$ cat config.mk
export PLATFORM = sky130hd
export DESIGN_NAME = ttc_param18
export DESIGN_NICKNAME = d
export VERILOG_FILES = /design/src/rtl/ttc_param18.sv
export SDC_FILE = /design/constraint.sdc
export NUM_CORES = 1
export LEC_CHECK = 0
export ABC_AREA = 1
export ABC_CLOCK_PERIOD_IN_PS = 7110
export CAP_MARGIN = 20
export CORE_ASPECT_RATIO = 1.25
export CORE_MARGIN = 2
export CORE_UTILIZATION = 55
export CTS_BUF_LIST = sky130_fd_sc_hd__clkbuf_16
export DETAILED_ROUTE_END_ITERATION = 10
export DONT_BUFFER_PORTS = 1
export PLACE_DENSITY_LB_ADDON = 0.2
export SKIP_CTS_REPAIR_TIMING = 1
export SLEW_MARGIN = 20
export SYNTH_ARGS = -nofsm -noshare
export SYNTH_HDL_FRONTEND = slang
export SYNTH_SLANG_ARGS = --single-unit
$ cat constraint.sdc
create_clock -name pclk18 -period 7.11 [get_ports pclk18]
set_input_delay 0 -clock pclk18 [delete_from_list [all_inputs] [get_ports pclk18]]
set_output_delay 0 -clock pclk18 [all_outputs]
set_load 0.01 [all_outputs]
$ cat src/rtl/ttc_param18.sv
// Purpose : NUM_CH-channel APB timer/counter with prescaler, up/down, interval/overflow,
//           one-shot, match compare and maskable per-channel interrupts.
// Latency : zero-wait-state APB; writes commit on the access edge, prdata18 is combinational.
// Backpr. : none - the slave is always ready, so psel18/penable18 are never stalled.
// Ports   : pclk18/p_reset18 (async, active-high) clock and reset; psel18, penable18, pwrite18,
//           paddr18 ([7:5] channel, [4:0] offset), pwdata18, prdata18 form the APB slave;
//           interrupt18[c] = |(ISR_c & IER_c); scan_en18/scan_in18 are unused, scan_out18 is 0.
module ttc_param18 #(
    parameter int NUM_CH = 3,
    parameter int CNT_W  = 16
) (
    input  logic              pclk18,
    input  logic              p_reset18,
    input  logic              psel18,
    input  logic              penable18,
    input  logic              pwrite18,
    input  logic [7:0]        paddr18,
    input  logic [31:0]       pwdata18,
    input  logic              scan_en18,
    input  logic              scan_in18,
    output logic [31:0]       prdata18,
    output logic [NUM_CH-1:0] interrupt18,
    output logic              scan_out18
);
    localparam logic [4:0]       OFF_CTRL  = 5'h00;
    localparam logic [4:0]       OFF_INTV  = 5'h04;
    localparam logic [4:0]       OFF_MATCH = 5'h08;
    localparam logic [4:0]       OFF_COUNT = 5'h0C;
    localparam logic [4:0]       OFF_ISR   = 5'h10;
    localparam logic [4:0]       OFF_IER   = 5'h14;
    localparam logic [CNT_W-1:0] CNT_MAX   = '1;

    logic        wr_en;
    logic [2:0]  ch_sel;
    logic [4:0]  off;
    logic [31:0] rd_ch [NUM_CH];
    logic        unused_ok;

    assign wr_en      = psel18 & penable18 & pwrite18;
    assign ch_sel     = paddr18[7:5];
    assign off        = paddr18[4:0];
    assign scan_out18 = 1'b0;
    // Scan pins and the upper write-data bits have no functional use.
    assign unused_ok  = &{1'b0, scan_en18, scan_in18, pwdata18[31:10]};

    for (genvar g = 0; g < NUM_CH; g++) begin : g_ch
        logic             en, mode, dec, oneshot, ps_en;
        logic [3:0]       ps;
        logic [15:0]      presc;
        logic [15:0]      ps_term;
        logic [CNT_W-1:0] count, interval, match;
        logic [CNT_W-1:0] up_top, cnt_next;
        logic [1:0]       isr, ier, isr_set, isr_clr;
        logic             hit, ctrl_wr, intv_wr, match_wr, isr_wr, ier_wr;
        logic             rst_cnt, tick, tick_ev, wrap;
        logic [31:0]      rd;

        assign hit      = wr_en && (ch_sel == 3'(g));
        assign ctrl_wr  = hit && (off == OFF_CTRL);
        assign intv_wr  = hit && (off == OFF_INTV);
        assign match_wr = hit && (off == OFF_MATCH);
        assign isr_wr   = hit && (off == OFF_ISR);
        assign ier_wr   = hit && (off == OFF_IER);
        assign rst_cnt  = ctrl_wr && pwdata18[4];

        // Prescaler terminal value 2^(PS+1)-1; computed one bit wider so PS=15 fits.
        assign ps_term  = 16'((17'd1 << ({1'b0, ps} + 5'd1)) - 17'd1);
        assign tick     = en && (!ps_en || (presc == ps_term));
        // A counter reset in the same cycle suppresses the tick and its events.
        assign tick_ev  = tick && !rst_cnt;

        // Up-count compare point doubles as the down-count reload value.
        assign up_top   = mode ? interval : CNT_MAX;
        assign wrap     = dec ? (count == '0) : (count == up_top);

        always_comb begin
            cnt_next = dec ? (count - CNT_W'(1)) : (count + CNT_W'(1));
            if (wrap) begin
                cnt_next = dec ? up_top : '0;
            end
        end

        assign isr_set = {tick_ev && (cnt_next == match), tick_ev && wrap};
        assign isr_clr = isr_wr ? pwdata18[1:0] : 2'b00;

        always_ff @(posedge pclk18 or posedge p_reset18) begin
            if (p_reset18) begin
                en       <= 1'b0;
                mode     <= 1'b0;
                dec      <= 1'b0;
                oneshot  <= 1'b0;
                ps       <= '0;
                ps_en    <= 1'b0;
                presc    <= '0;
                count    <= '0;
                interval <= '0;
                match    <= '0;
                isr      <= '0;
                ier      <= '0;
            end else begin
                // A software CTRL write overrides the one-shot hardware clear of EN.
                if (ctrl_wr) begin
                    en      <= pwdata18[0];
                    mode    <= pwdata18[1];
                    dec     <= pwdata18[2];
                    oneshot <= pwdata18[3];
                    ps      <= pwdata18[8:5];
                    ps_en   <= pwdata18[9];
                end else if (tick_ev && wrap && oneshot) begin
                    en <= 1'b0;
                end
                if (intv_wr) begin
                    interval <= pwdata18[CNT_W-1:0];
                end
                if (match_wr) begin
                    match <= pwdata18[CNT_W-1:0];
                end
                if (ier_wr) begin
                    ier <= pwdata18[1:0];
                end
                // Hardware set beats a same-cycle write-1-to-clear.
                isr <= (isr & ~isr_clr) | isr_set;
                if (rst_cnt) begin
                    count <= pwdata18[2] ? interval : '0;
                    presc <= '0;
                end else begin
                    if (tick) begin
                        count <= cnt_next;
                    end
                    if (en && ps_en) begin
                        presc <= (presc == ps_term) ? '0 : (presc + 16'd1);
                    end
                end
            end
        end

        always_comb begin
            rd = '0;
            case (off)
                OFF_CTRL:  rd = 32'({ps_en, ps, 1'b0, oneshot, dec, mode, en});
                OFF_INTV:  rd = 32'(interval);
                OFF_MATCH: rd = 32'(match);
                OFF_COUNT: rd = 32'(count);
                OFF_ISR:   rd = {30'd0, isr};
                OFF_IER:   rd = {30'd0, ier};
                default:   rd = '0;
            endcase
        end

        assign rd_ch[g]       = rd;
        assign interrupt18[g] = |(isr & ier);
    end

    // Channels at or above NUM_CH match no loop index and read as zero.
    always_comb begin
        prdata18 = '0;
        if (psel18 && !pwrite18) begin
            for (int c = 0; c < NUM_CH; c++) begin
                if (ch_sel == 3'(c)) begin
                    prdata18 = rd_ch[c];
                end
            end
        end
    end

endmodule
# Word level (Yosys, flattened, before mapping)
# Index checks and enable logic that the tools add are counted.
[totals]
ram_bits = 0
latchBits = 0
rom_bits = 0
out_inout_bits = 36
mem_count = 0
ff_bits = 231
word_cells = 200
input_bits = 47
[op_classes]
n_div = 0
add_sub_neg = 15
muxes = 49
n_eq_ne = 16
reduce_logical = 67
order_cmp = 0
n_shift = 3
mul = 0
bitwise_logic = 14
[op_table]
columns = ["op", "count"]
rows = [
  ["$mux 16", 30],
  ["$pmux 16 s6", 3],
  ["$eq 16x16->1", 9],
  ["$mux 32", 4],
  ["$add 16x1->16 const B", 6],
  ["$sub 16x1->16 const B", 6],
  ["$logic_not 16->1", 3],
  ["$shl 1x5->16 const A", 3],
  ["$logic_and 1x1->1", 40],
  ["$reduce_bool 2->1", 9],
  ["$add 4x1->5 const B", 3],
  ["$and 2x2->2", 6],
  ["$eq 5x4->1 const B", 2],
  ["$eq 5x5->1 const B", 2],
  ["$mux 1", 9],
  ["$logic_not 1->1", 7],
  ["$mux 2", 3],
  ["$not 2->2", 3],
  ["$or 2x2->2", 3],
  ["$reduce_or 2->1", 3],
  ["$eq 5x3->1 const B", 1],
  ["$logic_not 5->1", 1],
  ["$eq 3x1->1 const B", 1],
  ["$eq 3x2->1 const B", 1],
  ["other kinds (3)", 6],
]

# Longest topological paths before layout
[logic_depth]
ltp_word = 11
depth_mapped = 20
mapped_depth_nobuf = 20

# Worst setup path after synthesis
# Ideal clock, no wire load.
[synth_path]
path_kind = "reg-to-reg"
start = "register g_ch[0].ps[3]"
end = "register g_ch[0].count[0]"
path_slack_ns = 4.749
period_less_slack_ns = 2.361
path_buffers = 3
arrival_ns = 2.275
path_stages_with_launch = 20
required_ns = 7.023
setup_ns = 0.087
path_cell_list = "dfrtp_1 > buf_4 > inv_2 > buf_6 > nand3_1 > ha_1 > xor2_1 > nand3_1 > nor2_1 > nand3_1 > nor2_1 > nand2_1 > nor2_1 > nand3_1 > nand2_2 > nand3_2 > inv_2 > buf_4 > nand2_1 > o211ai_1"
[synth_via]
elab_chain_cells = 7
[synth_rtl]
columns = ["item", "line_no", "rtl"]
rows = [
  ["start: declaration", "48", "logic [3:0] ps;"],
  ["start signal: assignment", "107", "ps <= pwdata18[8:5];"],
  ["$add 4x1->5", "67", "assign ps_term = 16'((17'd1 << ({1'b0, ps} + 5'd1)) - 17'd1);"],
  ["$shl 1x5->16", "67", ""],
  ["$sub 16x1->16", "67", ""],
  ["$eq 16x16->1", "68", "assign tick = en && (!ps_en || (presc == ps_term));"],
  ["$logic_or 1x1->1", "68", ""],
  ["$logic_and 1x1->1", "68", ""],
  ["$reduce_bool 2->1 (no line)", "n/a", ""],
  ["end signal: assignment", "124", "count <= pwdata18[2] ? interval : '0;"],
  ["end signal: assignment", "128", "count <= cnt_next;"],
  ["end: declaration", "51", "logic [CNT_W-1:0] count, interval, match;"],
]
# Every way passes these cells.
# A chain may end at the register's enable or synchronous reset.

# Final worst setup path
[layout_path]
start = "register g_ch[1].mode"
end = "register g_ch[1].isr[1]"
[layout_via]
elab_chain_cells = 7
word_cells_on_any_way = 8
classes_between = "2 x eq/ne; 4 x mux; 1 x bitwise; 1 x reduce/logical"
[layout_rtl]
columns = ["item", "line_no", "rtl"]
rows = [
  ["start: declaration", "47", "logic en, mode, dec, oneshot, ps_en;"],
  ["start signal: assignment", "104", "mode <= pwdata18[1];"],
  ["$mux 16 *", "73", "assign up_top = mode ? interval : CNT_MAX;"],
  ["$eq 16x16->1", "74", "assign wrap = dec ? (count == '0) : (count == up_top);"],
  ["$mux 1", "74", ""],
  ["$mux 16 *", "78", "if (wrap) begin"],
  ["$eq 16x16->1 *", "83", "assign isr_set = {tick_ev && (cnt_next == match), tick_ev && wrap};"],
  ["$logic_and 1x1->1 *", "83", ""],
  ["$or 2x2->2 *", "122", "isr <= (isr & ~isr_clr) | isr_set;"],
  ["end signal: assignment", "122", ""],
  ["end: declaration", "53", "logic [1:0] isr, ier, isr_set, isr_clr;"],
]
# Mark *: on every way between the ends. The rest lies on a longest branch, timed or not.

==> flow_metrics.tcl <==
set metrics [dict create \
    drt_iter0_markers 2054 \
    synth_cell_types 53 \
    fin_cells 3429 \
    synth_warnings 0 \
    drive_gt1_frac 0.0480 \
    dp_cells 3355 \
    worst_pin_slew_ps 1100 \
    arrival_ps 3920 \
    avgRoutedWirePerCell_um 18.8 \
    startpoint_type "flop" \
    grt_usage 0.358 \
    cts_root_buffer "clkbuf_16" \
    clock_sinks 231 \
    max_slew_margin 0.258 \
    grt_pass1_vias 18699 \
    fin_crit_ps 3410 \
    multi_input_area_um2 11300 \
    critPathKind "flop to flop" \
    area_growth_syn_to_layout_pct 6.85 \
    critPathMaxStageDelay_ps 950 \
    antenna-diode-count 0 \
    core-area_um2 34200 \
    antenna_found_initial 3 \
    critPathCaptureType "flop" \
    synth.cell_area_um2 19000 \
    detail-route-antenna-nets 0 \
    ir_drop_v 0.000310 \
    drtPass1Iterations 7 \
    die_area_um2 36100 \
    cts_buffers 27 \
    synthesis.instances 2991 \
    avgSynthCellArea_um2 6.36 \
    drc 0 \
    rsz0062_at_grt "no" \
    gp_congestion 1.02 \
    status "finished with violations" \
    fin_nets 3077 \
    crit_required_ps 7620 \
    clk_pin_slew_ps 70 \
    cp_max_fo 29 \
    power_density_nw_per_um2 316 \
    via_per_inst 5.82 \
    io_buffers 0 \
    cts_tree "built" \
    setup-tns-final_ps 0 \
    hp-class "input port to async pin" \
    fmax_ghz 0.293 \
    worstPathCellList "inv_1 -> o21ai_1 -> nand2_1 -> nor2_1 -> nand2_1 -> nor2_1 -> nand3_2 -> nand2_1 -> nand2_1 -> nand3b_1 -> nand2_1 -> nor2_1 -> nand2_1 -> nor2_1 -> nand3_2 -> nand2_1" \
    fin_crit_sh 0.479 \
    cts.htree.levels 1 \
    grt_max_degree 85 \
    hold_slack_ps -39.7 \
    hpwlAfterDp_um 47500 \
    gr-total-overflow 0 \
    drv_cap 0 \
    yosysSeqAreaShare 0.304 \
    synth_seq_cells 231 \
    hold_violations 19 \
    initial_utilization 0.555 \
    p_leak_nw 9.99 \
    grt_pass1_wl_um 101000 \
    worst_path_most_repeated_cell "nand2_1" \
    final_core_util 0.593 \
    clk_path_buf_depth 3 \
    vias 19946 \
    insertion_delay_ps 580 \
    setup_viol 0 \
    cpMaxStageDelayCell "dfrtp_1" \
    die_h_um 212 \
    routed_wl_um 64300 \
    nFillCells 3335 \
    ios 83 \
    slew_viol_final 0 \
    ff_latch_area_um2 5780 \
    fp-row-count 76 \
    final.setup_skew_ps 23.6 \
    failed_checks "negative hold slack" \
    die_w_um 170 \
]
## cells by family after synthesis
| family | synth area share |
|---|---|
| xor gates and xnor gates | 0.0386 |
| DFF | 0.304 |
| AOI/OAI and AO/OA | 0.128 |
| and+or+nand+nor | 0.387 |
| buffers and inverters | 0.107 |
| other | 0.000395 |
| adders and majority gates | 0.0347 |
## final cells by class
| type | count | area share |
|---|---|---|
| inverters | 399 | 0.0741 |
| flip-flops and latches | 231 | 0.285 |
| repair buffers | 38 | 0.0174 |
| well taps | 429 | 0.0264 |
| clock inverters | 23 | 0.00905 |
| multi-input cells | 2282 | 0.555 |
| clock buffers | 27 | 0.0333 |
## cells in the mapped netlist, drive strengths merged
master	count	area share
nor4	4	0.0013
o31ai	5	0.0020
xor2	56	0.026
and2	7	0.0023
xor3	1	0.0013
a211oi	2	0.00079
a31oi	1	0.00033
inv	393	0.078
and3	3	0.00099
a221oi	8	0.0037
nor2	209	0.047
nand3b	19	0.0075
nand2	1101	0.22
nand4	49	0.016
o311ai	2	0.00092
o2111ai	8	0.0037
o211ai	26	0.010
o21ai	191	0.051
dfrtp	231	0.30
a21oi	72	0.020
conb	2	0.00039
a22o	2	0.00092
o21bai	1	0.00039
clkbuf	46	0.0091
clkinv	6	0.0012
fa	3	0.0032
nand3	295	0.083
o221ai	22	0.010
xnor3	2	0.0024
ha	48	0.032
o22ai	69	0.023
xnor2	20	0.0092
or2	5	0.0016
o32ai	2	0.00092
buf	51	0.019
nor3	29	0.0079
## metal layers
| metal | share of wire | track usage | vias to the layer above |
|---|---|---|---|
| met2 | 0.46 | 0.596 | 835 |
| li1 | - | - | 9634 |
| met3 | 0.086 | 0.0656 | 182 |
| met4 | 0.049 | 0.160 | 6 |
| met5 | 0.00059 | 0 | - |
| met1 | 0.40 | 0.452 | 9289 |
## per-stage QoR
step	area, um^2	setup WS, ps	total power [mW]
5_1_grt	20300	3380	6.97
6_report	20300	3700	6.43
2_1_floorplan	19100	777	4.18
3_5_place_dp	19200	3490	4.97
4_1_cts	20100	3480	6.37
3_3_place_gp	19200	3590	4.92
## registers in the layout, indices dropped and copies added, names as in the netlist
register	cells
g_ch.count	48
g_ch.dec	3
g_ch.en	3
g_ch.ier	6
g_ch.interval	48
g_ch.isr	6
g_ch.match	48
g_ch.mode	3
g_ch.oneshot	3
g_ch.presc	48
g_ch.ps	12
g_ch.ps_en	3
## worst max-delay path: cells and delay by family, from the launching register on
kind,cells,cell delay [ps]
and+or+nand+nor,14,1920
DFF,1,950
buffers and inverters,1,270
AOI/OAI and AO/OA,1,200
## cell usage in the layout (no fill, tap or decap), drive strengths merged, types with 27 or more instances in the layout
master and instances:
nor2 209, o22ai 69, xor2 56, nand4 49, ha 48, a21oi 72, clkbuf 27, inv 397
o21ai 191, nor3 29, nand3 295, dfrtp 231, nand2 1101
## worst paths after layout
kind                       slack, ps  depth (start not counted)                           end                        from
min                              -40                          2  g_ch[0].count[7]$_DFFE_PP0P_                   p_reset18
min in group pclk18              -30                          4    g_ch[2].ier[0]$_DFFE_PP0P_                   penable18
max reg2reg                     3700                         16      g_ch[1].isr[1]$_DFF_PP0_    g_ch[1].mode$_DFFE_PP0P_
max                             3700                         16      g_ch[1].isr[1]$_DFF_PP0_    g_ch[1].mode$_DFFE_PP0P_
max in group asynchronous       5800                          3  g_ch[1].match[7]$_DFFE_PP0P_                   p_reset18
min reg2reg                      490                          2    g_ch[1].ier[0]$_DFFE_PP0P_  g_ch[1].ier[0]$_DFFE_PP0P_
## power breakdown
part	internal, mW	switching (mW)
clock network	0.770	0.621
registers	1.49	0.276
logic	1.17	2.11
total	3.42	3.00
(Power assumes the default switching activity.)
